==> src/rtl/mmio_led_ctrl.sv <==
// MMIO-mapped LED controller: static, blink, PWM-dim and chase modes driven from a byte-wide store bus,
// with selectable pin polarity and a registered readback port.
module mmio_led_ctrl #(
    parameter int unsigned         NUM_LEDS      = 6,
    parameter logic [15:0]         BASE_ADDR     = 16'hf000,
    parameter logic [NUM_LEDS-1:0] RESET_PATTERN = 'b101010,
    parameter int unsigned         PRESCALE      = 27000,
    parameter int unsigned         PWM_BITS      = 8,
    parameter bit                  ACTIVE_LOW    = 1'b0
) (
    input  logic                clock,
    input  logic                reset,
    input  logic [15:0]         mmio_out_addr,
    input  logic [7:0]          mmio_out,
    input  logic [15:0]         mmio_in_addr,
    output logic [7:0]          mmio_in,
    output logic [NUM_LEDS-1:0] led
);

    typedef enum logic [1:0] {
        MODE_STATIC = 2'd0,
        MODE_BLINK  = 2'd1,
        MODE_PWM    = 2'd2,
        MODE_CHASE  = 2'd3
    } mode_t;

    localparam int unsigned     PSC_W    = (PRESCALE > 1) ? $clog2(PRESCALE) : 1;
    localparam logic [PSC_W-1:0] PSC_LAST = PSC_W'(PRESCALE - 1);

    localparam logic [15:0] A_VALUE  = BASE_ADDR;
    localparam logic [15:0] A_MODE   = BASE_ADDR + 16'd1;
    localparam logic [15:0] A_DUTY   = BASE_ADDR + 16'd2;
    localparam logic [15:0] A_PERIOD = BASE_ADDR + 16'd3;
    localparam logic [15:0] A_STATUS = BASE_ADDR + 16'd4;

    logic [NUM_LEDS-1:0] r_value;
    mode_t               r_mode;
    logic [PWM_BITS-1:0] r_duty;
    logic [7:0]          r_period;
    logic [PSC_W-1:0]    r_presc;
    logic [7:0]          r_period_cnt;
    logic [PWM_BITS-1:0] r_pwm_cnt;
    logic                r_phase;
    logic [NUM_LEDS-1:0] r_pattern;
    logic [NUM_LEDS-1:0] r_led;
    logic [7:0]          r_rd;

    logic                w_wr_value;
    logic                w_wr_mode;
    logic                w_wr_duty;
    logic                w_wr_period;
    logic                w_tick;
    logic                w_period_hit;
    logic                w_event;
    logic [NUM_LEDS-1:0] w_rot;
    logic [NUM_LEDS-1:0] w_lg;
    logic [7:0]          w_rd;

    assign w_wr_value  = (mmio_out_addr == A_VALUE);
    assign w_wr_mode   = (mmio_out_addr == A_MODE);
    assign w_wr_duty   = (mmio_out_addr == A_DUTY);
    assign w_wr_period = (mmio_out_addr == A_PERIOD);

    // Compare in 9 bits so a lowered PERIOD below period_cnt still fires on the next tick.
    assign w_tick       = (r_presc == PSC_LAST);
    assign w_period_hit = ({1'b0, r_period_cnt} + 9'd1) >= {1'b0, r_period};
    assign w_event      = w_tick && (r_period != 8'd0) && w_period_hit;

    // Left rotate; degenerates to identity when NUM_LEDS is 1.
    assign w_rot = (r_pattern << 1) | (r_pattern >> (NUM_LEDS - 1));

    always_comb begin
        w_lg = '0;
        case (r_mode)
            MODE_STATIC: w_lg = r_value;
            MODE_BLINK:  w_lg = r_phase ? '0 : r_value;
            MODE_PWM:    w_lg = (r_pwm_cnt < r_duty) ? r_value : '0;
            MODE_CHASE:  w_lg = r_pattern;
            default:     w_lg = '0;
        endcase
    end

    always_comb begin
        w_rd = '0;
        if (mmio_in_addr == A_VALUE)
            w_rd[NUM_LEDS-1:0] = r_value;
        else if (mmio_in_addr == A_MODE)
            w_rd[1:0] = r_mode;
        else if (mmio_in_addr == A_DUTY)
            w_rd[PWM_BITS-1:0] = r_duty;
        else if (mmio_in_addr == A_PERIOD)
            w_rd = r_period;
        else if (mmio_in_addr == A_STATUS)
            w_rd[NUM_LEDS-1:0] = w_lg;
    end

    always_ff @(posedge clock) begin
        if (reset) begin
            r_value      <= RESET_PATTERN;
            r_mode       <= MODE_STATIC;
            r_duty       <= '1;
            r_period     <= 8'd1;
            r_presc      <= '0;
            r_period_cnt <= '0;
            r_pwm_cnt    <= '0;
            r_phase      <= 1'b0;
            r_pattern    <= RESET_PATTERN;
            r_led        <= ACTIVE_LOW ? ~RESET_PATTERN : RESET_PATTERN;
            r_rd         <= '0;
        end else begin
            if (w_wr_value)
                r_value <= mmio_out[NUM_LEDS-1:0];
            if (w_wr_duty)
                r_duty <= mmio_out[PWM_BITS-1:0];
            if (w_wr_period)
                r_period <= mmio_out;

            // A MODE store restarts all timers and swallows any same-cycle tick or event.
            if (w_wr_mode) begin
                r_mode       <= mode_t'(mmio_out[1:0]);
                r_presc      <= '0;
                r_period_cnt <= '0;
                r_pwm_cnt    <= '0;
                r_phase      <= 1'b0;
                r_pattern    <= r_value;
            end else begin
                r_presc   <= w_tick ? '0 : r_presc + 1'b1;
                r_pwm_cnt <= r_pwm_cnt + 1'b1;
                if (w_tick) begin
                    if (r_period == 8'd0 || w_period_hit)
                        r_period_cnt <= '0;
                    else
                        r_period_cnt <= r_period_cnt + 8'd1;
                end
                if (w_event && r_mode == MODE_BLINK)
                    r_phase <= ~r_phase;
                if (w_wr_value)
                    r_pattern <= mmio_out[NUM_LEDS-1:0];
                else if (w_event && r_mode == MODE_CHASE)
                    r_pattern <= w_rot;
            end

            r_led <= ACTIVE_LOW ? ~w_lg : w_lg;
            r_rd  <= w_rd;
        end
    end

    assign led     = r_led;
    assign mmio_in = r_rd;

endmodule

==> config.mk <==
export PLATFORM = sky130hd
export DESIGN_NAME = mmio_led_ctrl
export DESIGN_NICKNAME = d
export VERILOG_FILES = /design/src/rtl/mmio_led_ctrl.sv
export SDC_FILE = /design/constraint.sdc
export NUM_CORES = 1
export LEC_CHECK = 0
export BUFFER_PORTS_ARGS = -buffer_cell sky130_fd_sc_hd__buf_2
export CAP_MARGIN = 20
export CELL_PAD_IN_SITES_DETAIL_PLACEMENT = 1
export CELL_PAD_IN_SITES_GLOBAL_PLACEMENT = 1
export CORE_ASPECT_RATIO = 0.75
export CORE_UTILIZATION = 46
export CTS_CLUSTER_SIZE = 24
export DETAILED_ROUTE_END_ITERATION = 10
export GPL_ROUTABILITY_DRIVEN = 0
export PLACE_DENSITY = 0.93
export SETUP_SLACK_MARGIN = 0.5
export SLEW_MARGIN = 40
export SYNTH_ARGS = -nofsm -noshare
export SYNTH_HDL_FRONTEND = slang
export SYNTH_SLANG_ARGS = --single-unit
==> constraint.sdc <==
create_clock -name clock -period 4.25 [get_ports clock]
set_clock_uncertainty 0.1 [all_clocks]
set_input_delay 0.425 -clock clock [delete_from_list [all_inputs] [get_ports clock]]
set_output_delay 0.425 -clock clock [all_outputs]
set_load 0.02 [all_outputs]
==> results.yml <==
die:
  start_util_pct: 47.74
  die-area_um2: 8587
  die_y_um: 80.51
  io_pins: 56
  die_w_um: 106.7
  rows: 28
  coreArea_um2: 7918
clock_tree:
  clockBufferDepth: 2
  cts_sinks: 76
  cts_max_level: 3
  ctsResizeCount: 0
  worstSkewPairLatency_ns: 0.36
  cts_tree: "built"
  clk_pin_slew_worst_paths_ns: 0.08
  cts_made_buffers: 9
  hold_buffers: 0
  postCtsSetupRepairBufs: 0
  clockRootBuffer: "clkbuf_8"
routing:
  post_drt_via_cell_ratio: 5.955
  totalWireLength_um: 11460
  num_vias: 3549
  first_pass_iters: 5
  drc: 0
  wl_per_cell_um: 19.22
  first_iter_violations: 247
  postRouteAntennaNets: 0
power:
  p_per_area_nw_per_um2: 322.4
  total_power_mw: 1.409
  peakVddDrop_mv: 0.1513
  p_leak_nw: 1.907
yosys:
  yosys_most_used_dff: "dfxtp_1"
  synth.top_cell.area_share_pct: 40.25
  synth.largest_area_cell: "dfxtp_1"
  ys_ff_latch: 76
  synth_nets: 493
  synth_edf_count: 0
  ys_async_sr_fraction_pct: 0
  ys_top_cells_by_area: "dfxtp_1 (40%), mux2i_1 (6.9%), ha_1 (6.0%)"
  seq_area_frac_synth_pct: 40.25
  synth_area_um2: 3780
  syn_area_per_cell_um2: 8.730
  synthCells: 433
  yosys_warnings: 0
  synth.distinct_cells: 51
place:
  hpwlAfterDp_um: 8120
  place_ws_ns: 1.226
  portBuffers: 55
global_route:
  grt_usage_pct: 28.19
  grt_max_degree: 31
  grt-ovfl-total: 0
  grt_pass1_vias: 3636
  antenna_found_initial: 0
  grt_pass1_wl_um: 18580
final_layout:
  area.growth.synth_to_final_pct: 15.59
  fin_util_pct: 55.18
  final_cell_mix: "dfxtp_1 (76), buf_2 (55), nor2_1 (53), nand2_1 (48), mux2i_1 (26)"
  fill_cells: 965
  final_common_cell: "dfxtp_1"
  drive_gt1_share_pct: 15.89
  final_nets: 546
  diodes: 0
critical_path:
  cpPeakStageDelay_ns: 0.50
  startpoint_type: "flop"
  cp.required_ns: 4.41
  critPathKind: "flop to flop"
  endpoint_kind: "flop"
  slowest_stage: "o31ai_4"
  cp.arrival_ns: 3.30
  worstPathCellList: "ha_1, nand3_1, o21ai_0, nand2_1, ha_1, nand3_1, o221ai_1, a211oi_1, buf_4, o31ai_4, o2111ai_1, o31a_1"
  worst-path-max-fanout: 9
timing:
  min_period_ns: 3.139
  rsz0062_at_grt: "no"
  max_freq_ghz: 0.3186
  hold_viol_final: 0
  fin_ws_ns: 1.111
  worst_pin_slew_ns: 0.8229
  final_max_slew_viol_count: 0
  finalSetupViolCount: 0
  period_share_pct: 73.85
  slew_headroom_pct: 45.14
  fin_setup_tns_ns: 0
run_status:
  outcome: "finished, final reports clean"
job:
  max-cap-violations: 0
hold_path:
  holdCritPathClass: "input port to flop"
==> path summary, 6_finish.rpt <==
path / start / to / slack, ns / depth (start not counted)
max: r_period_cnt[0] / r_pattern[5] / 1.11 / 12
min: mmio_out[7] / r_period[7] / 0.23 / 3
max reg2reg: r_period_cnt[0] / r_pattern[5] / 1.11 / 12
min reg2reg: r_pwm_cnt[0] / r_pwm_cnt[0] / 0.40 / 1
==> layout make-up <==
type / count / area, µm² / share of cell area, %
Clock inverter: 6 / 88.84 / 2.033
Timing Repair Buffer: 57 / 290.3 / 6.644
Tap cell: 105 / 131.4 / 3.007
Sequential cell: 76 / 1521 / 34.82
Multi-Input combinational cell: 323 / 2138 / 48.94
Inverter: 19 / 71.32 / 1.632
Clock buffer: 10 / 127.6 / 2.921
==> critical path: cells and delay by family (launching register included) <==
| family | cells | cell delay (ns) |
|---|---|---|
| adders and majority gates | 2 | 0.54 |
| AOI/OAI and AO/OA | 6 | 1.43 |
| buffers and inverters | 1 | 0.17 |
| and+or+nand+nor | 3 | 0.36 |
| DFF | 1 | 0.43 |
==> Yosys cell counts, types with 2 or more instances <==
| library cell | instances |
|---|---|
| nand2b_1 | 6 |
| o2111ai_1 | 3 |
| or3_1 | 2 |
| xor2_1 | 12 |
| nand4_1 | 5 |
| a221oi_1 | 2 |
| a221o_1 | 3 |
| nor2b_1 | 3 |
| nand3b_1 | 2 |
| a21oi_1 | 12 |
| nor4bb_1 | 2 |
| nor3_1 | 3 |
| o31a_1 | 3 |
| or4_1 | 2 |
| nor4b_1 | 2 |
| o211ai_1 | 9 |
| a22o_1 | 8 |
| nand4bb_1 | 3 |
| dfxtp_1 | 76 |
| and2_1 | 4 |
| clkbuf_1 | 14 |
| o21ai_0 | 18 |
| nand4b_1 | 3 |
| nand2_1 | 48 |
| nand3_1 | 17 |
| a211oi_1 | 2 |
| a21o_1 | 7 |
| a31oi_1 | 2 |
| ha_1 | 18 |
| xnor2_1 | 10 |
| and3_1 | 10 |
| a22oi_1 | 3 |
| inv_1 | 19 |
| nor2_1 | 54 |
| nor4_1 | 3 |
| o22ai_1 | 3 |
| mux2i_1 | 26 |
==> cell families after synthesis <==
group	synth area share, %
AOI/OAI and AO/OA	15.43
xor gates and xnor gates	5.098
adders and majority gates	5.958
buffers and inverters	3.376
DFF	40.25
muxes	6.885
and+or+nand+nor	23.01
==> state kept, by name, indices dropped and copies added, names as in the netlist, 6 cells and up <==
register,count
mmio_in,8
r_duty,8
r_pwm_cnt,8
r_period_cnt,8
led,6
r_value,6
r_period,8
r_pattern,6
r_presc,15
==> layer usage <==
metal	up-vias	part of all wire [%]	GRT usage [%]	wire (µm)
li1	1650	-	-	-
met1	1740	44	35.57	5019
met2	136	48	47.35	5493
met3	23	6.3	6.088	719
met4	0	2.0	10.27	225
met5	-	0	0	0
==> per-stage QoR <==
stage	instances	cell area, µm²	hold slack [ns]
final	596	4369	0.2300
after CTS	596	4364	0.2265
after floorplan	433	3780	0.3299
after detailed placement	580	4148	0.3806
after global placement	580	4145	0.3433
after global routing	596	4369	0.2446
==> power by group <==
part | leakage (nW) | internal, mW | switching (mW) | total (mW)
combinational | 1.19 | 0.0267 | 0.0445 | 0.0712
clock | 0.102 | 0.331 | 0.284 | 0.614
sequential | 0.614 | 0.716 | 0.00693 | 0.723
total | 1.91 | 1.07 | 0.335 | 1.41
Note: power is estimated with default switching activity, not from simulation.
